<file path="config.mk">
export PLATFORM = sky130hd
export DESIGN_NAME = adder_sequencer_flat
export DESIGN_NICKNAME = d
export VERILOG_FILES = /design/src/rtl/adder_sequencer_if.sv /design/src/rtl/adder_sequencer.sv /design/src/flat_wrapper.sv
export SDC_FILE = /design/constraint.sdc
export NUM_CORES = 1
export LEC_CHECK = 0
export CORE_ASPECT_RATIO = 1.2
export CORE_MARGIN = 2
export CORE_UTILIZATION = 45
export CTS_BUF_LIST = sky130_fd_sc_hd__clkbuf_8
export CTS_CLUSTER_SIZE = 30
export DETAILED_ROUTE_END_ITERATION = 16
export DONT_BUFFER_PORTS = 1
export SLEW_MARGIN = 40
export SYNTH_ARGS = -nofsm -noshare
export SYNTH_HDL_FRONTEND = slang
export SYNTH_SLANG_ARGS = --single-unit
</file>
<file path="constraint.sdc">
create_clock -name clk -period 5.4 [get_ports clk]
set_clock_uncertainty 0.1 [all_clocks]
set_input_delay 0.54 -clock clk [delete_from_list [all_inputs] [get_ports clk]]
set_output_delay 0.54 -clock clk [all_outputs]
set_load 0.01 [all_outputs]
</file>
<file path="src/rtl/adder_sequencer_if.sv">
// Bundle of host-side request/result signals and the byte-serial bus to
// adder_controller. The sequencer connects through the slave modport; the
// host/controller side (or a bench) connects through the master modport.
interface adder_sequencer_if;
   // host request side
   logic        start;
   logic [31:0] a_in;
   logic [31:0] b_in;
   logic        cin_in;
   // adder_controller side
   logic [7:0]  inp;
   logic        setA;
   logic        setB;
   logic [1:0]  select;
   logic        cin;
   logic [7:0]  out;
   logic        cout;
   // host status/result side
   logic        busy;
   logic        done;
   logic [31:0] sum;
   logic        carry;

   modport slave (
      input  start, a_in, b_in, cin_in, out, cout,
      output inp, setA, setB, select, cin, busy, done, sum, carry
   );

   modport master (
      output start, a_in, b_in, cin_in, out, cout,
      input  inp, setA, setB, select, cin, busy, done, sum, carry
   );
endinterface

</file>
<file path="src/rtl/adder_sequencer.sv">
// Drives a byte-serial adder_controller: loads operand A then B one byte at a
// time (MSB first, SETUP/STROBE/HOLD per byte), then reads the four sum bytes
// back through select and reassembles the 32-bit sum plus carry.
// All outputs are registers decoded from the next state, so the strobes are
// glitch-free and change only on the clock edge (or on reset).
module adder_sequencer #(
   parameter int PHASE_CYCLES = 4
) (
   input  logic               clk,
   input  logic               reset,
   adder_sequencer_if.slave   bus
);

   typedef enum logic [2:0] {
      IDLE   = 3'd0,
      LOAD_A = 3'd1,
      LOAD_B = 3'd2,
      READ   = 3'd3,
      DONE   = 3'd4
   } state_t;

   // Last value of the phase counter inside one phase / readback slot.
   localparam logic [7:0] LAST_CNT = 8'(PHASE_CYCLES - 1);

   state_t      state_q, state_d;
   logic [7:0]  cnt_q, cnt_d;       // cycle within the current phase
   logic [1:0]  sub_q, sub_d;       // 0=SETUP 1=STROBE 2=HOLD
   logic [1:0]  byte_q, byte_d;     // byte slot within a LOAD or READ state
   logic [31:0] a_q, a_d;
   logic [31:0] b_q, b_d;
   logic        cin_q, cin_d;
   logic [31:0] sum_q, sum_d;
   logic        carry_q, carry_d;
   logic [7:0]  inp_q, inp_d;
   logic        set_a_q, set_a_d;
   logic        set_b_q, set_b_d;
   logic [1:0]  select_q, select_d;
   logic        busy_q, busy_d;
   logic        done_q, done_d;

   // Byte idx of a word counted from the most significant byte.
   function automatic logic [7:0] msb_byte(input logic [31:0] w, input logic [1:0] idx);
      logic [7:0] r;
      case (idx)
         2'd0:    r = w[31:24];
         2'd1:    r = w[23:16];
         2'd2:    r = w[15:8];
         default: r = w[7:0];
      endcase
      return r;
   endfunction

   // Next-state, counter, operand-latch and readback-capture logic.
   always_comb begin
      state_d = state_q;
      cnt_d   = cnt_q;
      sub_d   = sub_q;
      byte_d  = byte_q;
      a_d     = a_q;
      b_d     = b_q;
      cin_d   = cin_q;
      sum_d   = sum_q;
      carry_d = carry_q;
      case (state_q)
         IDLE, DONE: begin
            // DONE accepts start exactly like IDLE so transactions can run back to back
            if (bus.start) begin
               state_d = LOAD_A;
               cnt_d   = 8'd0;
               sub_d   = 2'd0;
               byte_d  = 2'd0;
               a_d     = bus.a_in;
               b_d     = bus.b_in;
               cin_d   = bus.cin_in;
            end else begin
               state_d = IDLE;
            end
         end
         LOAD_A, LOAD_B: begin
            if (cnt_q == LAST_CNT) begin
               cnt_d = 8'd0;
               if (sub_q == 2'd2) begin
                  sub_d  = 2'd0;
                  byte_d = byte_q + 2'd1;   // wraps to 0 for the next state
                  if (byte_q == 2'd3) begin
                     state_d = (state_q == LOAD_A) ? LOAD_B : READ;
                  end else begin
                     state_d = state_q;
                  end
               end else begin
                  sub_d = sub_q + 2'd1;
               end
            end else begin
               cnt_d = cnt_q + 8'd1;
            end
         end
         READ: begin
            // select_q equals byte_q here, so out belongs to this slot
            if (cnt_q == LAST_CNT) begin
               cnt_d  = 8'd0;
               byte_d = byte_q + 2'd1;
               sum_d[{byte_q, 3'b000} +: 8] = bus.out;
               if (byte_q == 2'd3) begin
                  carry_d = bus.cout;
                  state_d = DONE;
               end else begin
                  state_d = READ;
               end
            end else begin
               cnt_d = cnt_q + 8'd1;
            end
         end
         default: begin
            state_d = IDLE;
         end
      endcase
   end

   // Output decode from the next state so every output is a plain register.
   always_comb begin
      inp_d    = 8'h00;
      set_a_d  = 1'b0;
      set_b_d  = 1'b0;
      select_d = 2'd0;
      busy_d   = 1'b0;
      done_d   = 1'b0;
      case (state_d)
         LOAD_A: begin
            inp_d   = msb_byte(a_d, byte_d);
            set_a_d = (sub_d == 2'd1);
            busy_d  = 1'b1;
         end
         LOAD_B: begin
            inp_d   = msb_byte(b_d, byte_d);
            set_b_d = (sub_d == 2'd1);
            busy_d  = 1'b1;
         end
         READ: begin
            select_d = byte_d;
            busy_d   = 1'b1;
         end
         DONE: begin
            done_d = 1'b1;
         end
         default: begin
            done_d = 1'b0;
         end
      endcase
   end

   // State, datapath and output registers; reset clears everything at once.
   always_ff @(posedge clk or posedge reset) begin
      if (reset) begin
         state_q  <= IDLE;
         cnt_q    <= 8'd0;
         sub_q    <= 2'd0;
         byte_q   <= 2'd0;
         a_q      <= 32'd0;
         b_q      <= 32'd0;
         cin_q    <= 1'b0;
         sum_q    <= 32'd0;
         carry_q  <= 1'b0;
         inp_q    <= 8'h00;
         set_a_q  <= 1'b0;
         set_b_q  <= 1'b0;
         select_q <= 2'd0;
         busy_q   <= 1'b0;
         done_q   <= 1'b0;
      end else begin
         state_q  <= state_d;
         cnt_q    <= cnt_d;
         sub_q    <= sub_d;
         byte_q   <= byte_d;
         a_q      <= a_d;
         b_q      <= b_d;
         cin_q    <= cin_d;
         sum_q    <= sum_d;
         carry_q  <= carry_d;
         inp_q    <= inp_d;
         set_a_q  <= set_a_d;
         set_b_q  <= set_b_d;
         select_q <= select_d;
         busy_q   <= busy_d;
         done_q   <= done_d;
      end
   end

   assign bus.inp    = inp_q;
   assign bus.setA   = set_a_q;
   assign bus.setB   = set_b_q;
   assign bus.select = select_q;
   assign bus.cin    = cin_q;
   assign bus.busy   = busy_q;
   assign bus.done   = done_q;
   assign bus.sum    = sum_q;
   assign bus.carry  = carry_q;

endmodule

</file>
<file path="src/flat_wrapper.sv">
// flat-port wrapper written by rule: the top's interface ports become plain ports
module adder_sequencer_flat 
#(
   parameter int PHASE_CYCLES = 4
)
  (clk, reset, bus_start, bus_a_in, bus_b_in, bus_cin_in, bus_out, bus_cout, bus_inp, bus_setA, bus_setB, bus_select, bus_cin, bus_busy, bus_done, bus_sum, bus_carry);
  adder_sequencer_if bus_i ();
  input  logic clk;
  input  logic reset;
  input wire logic [$bits(bus_i.start)-1:0] bus_start;
  input wire logic [$bits(bus_i.a_in)-1:0] bus_a_in;
  input wire logic [$bits(bus_i.b_in)-1:0] bus_b_in;
  input wire logic [$bits(bus_i.cin_in)-1:0] bus_cin_in;
  input wire logic [$bits(bus_i.out)-1:0] bus_out;
  input wire logic [$bits(bus_i.cout)-1:0] bus_cout;
  output wire logic [$bits(bus_i.inp)-1:0] bus_inp;
  output wire logic [$bits(bus_i.setA)-1:0] bus_setA;
  output wire logic [$bits(bus_i.setB)-1:0] bus_setB;
  output wire logic [$bits(bus_i.select)-1:0] bus_select;
  output wire logic [$bits(bus_i.cin)-1:0] bus_cin;
  output wire logic [$bits(bus_i.busy)-1:0] bus_busy;
  output wire logic [$bits(bus_i.done)-1:0] bus_done;
  output wire logic [$bits(bus_i.sum)-1:0] bus_sum;
  output wire logic [$bits(bus_i.carry)-1:0] bus_carry;
  assign bus_i.start = bus_start;
  assign bus_i.a_in = bus_a_in;
  assign bus_i.b_in = bus_b_in;
  assign bus_i.cin_in = bus_cin_in;
  assign bus_i.out = bus_out;
  assign bus_i.cout = bus_cout;
  assign bus_inp = bus_i.inp;
  assign bus_setA = bus_i.setA;
  assign bus_setB = bus_i.setB;
  assign bus_select = bus_i.select;
  assign bus_cin = bus_i.cin;
  assign bus_busy = bus_i.busy;
  assign bus_done = bus_i.done;
  assign bus_sum = bus_i.sum;
  assign bus_carry = bus_i.carry;
  adder_sequencer #(.PHASE_CYCLES(PHASE_CYCLES)) u_core (.clk(clk), .reset(reset), .bus(bus_i));
endmodule
</file>
After elaboration in Yosys (flattened, before gate mapping)
Index checks and enable logic that the tools add are counted.
{ "word_totals": {"regBits": 127} }
{ "classes": {"add_sub_neg": 4, "n_eq_ne": 15, "shift": 2, "mux": 33, "n_reduce_logical": 11} }
{ "ops": {"columns": ["cell", "n"], "rows": [
  ["$mux W32", 4],
  ["$pmux W8 S3", 2],
  ["$bwmux W32", 1],
  ["$pmux W8 S2", 2],
  ["$shift A8 B7 Y32 const A", 1],
  ["$shiftx A8 B7 Y32", 1],
  ["$mux W2", 8],
  ["$mux W8", 2],
  ["$mux W3", 5],
  ["$eq A3 B2 Y1 const B", 4],
  ["$pmux W3 S3", 1],
  ["$add A8 B1 Y8 const B", 1],
  ["$eq A8 B2 Y1 const B", 1],
  ["$neg A5 Y7", 1],
  ["$eq A2 B2 Y1 const B", 3],
  ["$eq A3 B1 Y1 const B", 2],
  ["$eq A3 B3 Y1 const B", 2],
  ["$mux W1", 6],
  ["$pmux W2 S3", 1],
  ["$reduce_and A2 Y1", 3],
  ["$reduce_or A3 Y1", 2],
  ["$add A2 B1 Y2 const B", 2],
  ["$eq A2 B1 Y1 const B", 2],
  ["$pmux W2 S2", 1],
  ["6 further kinds", 7]
]} }

Longest topological paths before layout
{ "depth": {"ltp_word": 9, "mapped_depth": 10, "depth_no_buf": 7} }

Worst setup path after synthesis
No wires, ideal clock.
{ "synth_timing": {"path_type": "reg-to-reg", "start": "register u_core.cnt_q[0]", "end": "register u_core.inp_q[0] (netlist: u_core.bus.inp[0])", "arrival_ps": 2519, "setup_slack_ps": 2642, "path_stages_with_launch": 11, "path_buffers": 3, "synth_period_minus_slack_ps": 2758, "cell_sequence": "dfrtp_1 > ha_1 > or4b_4 > or4_1 > buf_6 > o21ai_4 > and2_4 > buf_12 > buf_12 > mux2i_1 > o221ai_1"} }
{ "synth_via": {"elab_chain_cells": 6} }
{ "synth_lines": {"columns": ["item", "line", "source"], "rows": [
  ["start, declared", "adder_sequencer.sv:26", "logic [7:0] cnt_q, cnt_d;"],
  ["start signal, assigned", "adder_sequencer.sv:171", "cnt_q <= cnt_d;"],
  ["$eq A8 B2 Y1 *", "adder_sequencer.sv:80, adder_sequencer.sv:99", null],
  ["$mux W2, on equally long branches", "adder_sequencer.sv:99, adder_sequencer.sv:80", null],
  ["$pmux W2 S3", "adder_sequencer.sv:64", "case (state_q)"],
  ["$eq A2 B2 Y1, or another cell as far along", "adder_sequencer.sv:44", "case (idx)"],
  ["$pmux W8 S3", "adder_sequencer.sv:44", null],
  ["$pmux W8 S2 *", "adder_sequencer.sv:127", "case (state_d)"],
  ["via u_core.inp_d[0]", "adder_sequencer.sv:34", "logic [7:0] inp_q, inp_d;"],
  ["end signal, assigned", "adder_sequencer.sv:179", "inp_q <= inp_d;"],
  ["end, declared", "adder_sequencer.sv:34", null]
]} }
Mark *: on every way through the listed nets, which the timed path passes. The rest lies on a longest branch.
A chain may end at the register's enable or synchronous reset.

Worst setup path after layout
{ "layout_timing": {"start": "register u_core.byte_q[0]", "end": "register u_core.inp_q[5] (netlist: u_core.bus.inp[5])"} }
{ "layout_via": {"elab_chain_cells": 7} }
{ "layout_lines": {"columns": ["item", "line", "source"], "rows": [
  ["start, declared", "adder_sequencer.sv:28", "logic [1:0] byte_q, byte_d;"],
  ["start signal, assigned", "adder_sequencer.sv:173", "byte_q <= byte_d;"],
  ["$add A2 B1 Y2 / $eq A2 B2 Y1 (equally long branches)", null, null],
  ["$mux W2 / $mux W3 (equally long branches)", "adder_sequencer.sv:82, adder_sequencer.sv:85", null],
  ["$mux W2 / $mux W3 (equally long branches)", "adder_sequencer.sv:80, adder_sequencer.sv:82", null],
  ["$pmux W2 S3 / $mux W3 (equally long branches)", "adder_sequencer.sv:64, adder_sequencer.sv:80", null],
  ["$eq A2 B2 Y1, or another cell as far along", "adder_sequencer.sv:44", null],
  ["$pmux W8 S3, or another cell as far along", "adder_sequencer.sv:44", null],
  ["$pmux W8 S2 *", "adder_sequencer.sv:127", null],
  ["via u_core.inp_d[5]", "adder_sequencer.sv:34", null]
]} }
Marks and branches as above.

==> metrics.md <==
| Metric | Value |
|---|---|
| Period utilization | 57.4% |
| Clock Path Buffers | 2 |
| Worst setup SP type | flop |
| Chip Width | 107 um |
| Slew headroom | between 40 and 50% |
| Skew-Pair Late Insertion Delay | 0.45 ns |
| Max-slew violations | 0 |
| Setup violators final | 0 |
| Via-to-Cell Ratio | 5.33 |
| Setup TNS | 0 ns |
| Area grow syn2layout | 9.26% |
| Hpwl dp | 9530 um |
| Critical path's top delay family | multiplexers |
| WL final | around 13000 um |
| RSZ-0062 raised after global routing | no |
| Synth warn | 0 |
| Most frequent cells in the layout | 174 x nand2_1, 127 x dfrtp_1, 48 x o21ai_0, 44 x mux2i_1, 33 x inv_1 |
| Synthesized cell area | 5690 sq um |
| Antenna violations before repair | 0 |
| Dominant synthesized flop cell | dfrtp_1 |
| Peak supply drop | 0.171 mV |
| GRT overflow | 0 |
| Initial Util | a little under half |
| Synth Instances | ~580 |
| First-pass GRT wire length | ~21000 um |
| Critical Path AT | 3.30 ns |
| Pleak | 2.94 nW |
| Crit end category | flop |
| DP Worst Slack | between 2 and 2.5 ns |
| Sequential power share | 52.6% |
| M1 wire length | approximately 5500 um |
| Share of layout cells above drive strength 1 | 9.18% |
| Fill cells | between 1000 and 1500 |
| CP Class | reg -> reg |
| Die area | 13600 sq um |
| CTS Sinks | 127 |
| Fmax | 0.322 GHz |
| Bufs and invs on worst path | 0 |
| Core area | 12500 sq um |
| Worst slew pin tran | 0.814 ns |
| Max-Cap Viols | 0 |
| Register area | 3180 sq um |
| Initial DRC count | 233 |
| # DRC | 0 |
| Worst-path clk slew | around 0.080 ns |
| Commonest non-fill, non-tap cell in the layout | nand2_1 |
| Minimum clock period | just over 3 ns |
| Mean post-synth cell area | 9.86 sq um |
| Root buf cell | clkbuf_8 |
| Finished Cell Area | 6210 sq um |
| Syn nets | 661 |
| Slowest stage delay, CP | 0.74 ns |
| Fraction of registers with async set/reset | 100% |
| PwrDens | 302 nW/um^2 |
| Largest net degree at the start of global routing | 77 |
| Switching share of power | 24.8% |
| Final hold vios | 0 |
| Clock power frac | 43.8% |
| Multi-input logic area | ~2300 sq um |
| IO buf count | 0 |
| Met2 WL | 6790 um |
| Post-route setup slack | 2.30 ns |
| Sequential share of the synthesized area | a little under three fifths |
| Vias | 4010 |
| Status | complete, no violations |
| Placed Area | 5810 sq um |
| CTS tree | yes |
| Die Y-Extent | 127 um |
| Wire per inst | 17.7 um |
| Final core occ | 49.7% |
| Post-synth EDFFs | 0 |
| Antenna-violating nets left | 0 |
| WL met3 | 880 um |
| Comb pwr share | 3.6% |
| TritonCTS buffer count | 17 |
| Vias in the first global route | about 4000 |
| Antenna Cells | 0 |
| Worst hold path class | in -> reg |
| 1st-pass router iterations | 4 |
| Num rows | 45 |
| Highest Signal Layer | met4 |
| H-Tree Depth | 4 |
| Number of nets in the layout | 659 |
| Post_cts resized | 0 |
| Pint | 0.00141 W |
| Distinct cells, synth | 45 |
| All-Layer GR Usage | 20.3% |
| GP Congestion | between 0.8 and 0.9 |
| CP Cell Sequence | ha_1, nor4b_1, nand3_1, mux2i_2, o22ai_1, a22oi_1, o221ai_1 |
| FF+latch count, synth | 127 |
| Critical path's slowest cell | mux2i_2 |
| Required time worst endpoint | 5.60 ns |
| NetSw | 0.000465 W |
| Crit path max fanout | 17 |
| Io pins | about 130 |
[logic make-up (layout without fill, tap and decap cells)]
kind of cell | Yosys count | after routing | synth area share, %
AO/OA/AOI/OAI | 102 | 102 | 11.2
XOR/XNOR | 3 | 3 | 0.462
adder cells (fa/ha/maj) | 7 | 7 | 1.54
buffers and inverters | 57 | 68 | 4.51
flip-flops | 127 | 127 | 55.9
multiplexers | 52 | 52 | 9.30
AND/OR/NAND/NOR | 229 | 229 | 17.1
[cells in the mapped netlist, drive strengths merged, types with 2 or more instances]
cell type  instances  share of area [%]
dfrtp            127                 56
and4               2               0.31
a21oi              8               0.70
a21o               2               0.26
o22ai             14                1.5
mux2i             45                7.9
o221ai             7                1.1
a311o              2               0.35
mux2               7                1.4
a22oi              7               0.92
nor2              16                1.1
inv               33                2.2
o211ai             3               0.40
nor4               2               0.22
nand2            175                 12
o21ai             49                4.5
nand4              3               0.33
nor4b              2               0.31
or2                4               0.44
nand3              5               0.44
and3               3               0.33
buf                8                1.3
nor3b              5               0.66
ha                 7                1.5
xnor2              2               0.31
clkbuf            16                1.1
nor3               3               0.26
a22o               2               0.31
o21a               2               0.26
nand2b             5               0.55
[power groups by stage]
stage	logic, W	registers (W)	clock network [W]
floorplan	0.0000493	0.00100	0
global placement	0.0000669	0.00101	0
detailed placement	0.0000686	0.00101	0
CTS	0.0000698	0.000989	0.000839
global route	0.0000785	0.000991	0.000883
finish	0.0000676	0.000988	0.000822
[layer usage]
metal | vias to the layer above | GRT usage [%]
met5 | - | 0
met4 | 0 | 5.96
met3 | 15 | 7.24
met2 | 112 | 34.6
met1 | 1939 | 24.1
li1 | 1944 | -
[metrics by stage]
stage | total power [W] | instances | hold slack [ns]
2_1_floorplan | 0.00105 | 577 | 0.339
3_3_place_gp | 0.00107 | 719 | 0.354
3_5_place_dp | 0.00108 | 719 | 0.358
4_1_cts | 0.00190 | 752 | 0.0747
5_1_grt | 0.00195 | 752 | 0.0813
6_report | 0.00188 | 752 | 0.0977
[worst register-to-register path, stage by stage, from the launching register on]
cell	delay, ns
dfrtp_1	0.54
ha_1	0.24
nor4b_1	0.41
nand3_1	0.26
mux2i_2	0.74
o22ai_1	0.20
a22oi_1	0.31
o221ai_1	0.17
[state kept, by name, summed over array words and instances, names as in the netlist, 2 cells and up]
register and flops:
u_core.sub_q 2, u_core.a_q 32, u_core.byte_q 2, u_core.cnt_q 8, u_core.bus.select 2, u_core.b_q 32
u_core.bus.inp 8, u_core.state_q 3, u_core.bus.sum 32
[what timing repair did]
item / CTS / global route
endpoints found under the setup margin: 0 / 0
buffers inserted: 0 / 0
endpoints found under the hold margin: 75 / 0
hold buffers: 1 / 0
[cell type report]
cell class	count	area share, %
Tap cell	164	3.30
Sequential cell	127	51.1
Clock buffer	17	3.76
Inverter	33	2.07
Timing Repair Buffer	3	0.463
Multi-Input combinational cell	393	36.7
Clock inverter	15	2.60
[final timing paths]
path	startpoint	endpoint	slack, ns	depth (start not counted)
worst max-delay path	u_core.byte_q[0]	u_core.bus.inp[5]	2.30	7
worst min-delay path	bus_cin_in	u_core.bus.cin	0.1	2
max in group asynchronous	reset	u_core.b_q[9]	3.47	3
worst min register to register	u_core.a_q[2]	u_core.a_q[2]	0.38	2
min in group asynchronous	reset	u_core.bus.sum[28]	0.59	2
worst max register to register	u_core.byte_q[0]	u_core.bus.inp[5]	2.30	7
(Power assumes the default switching activity.)
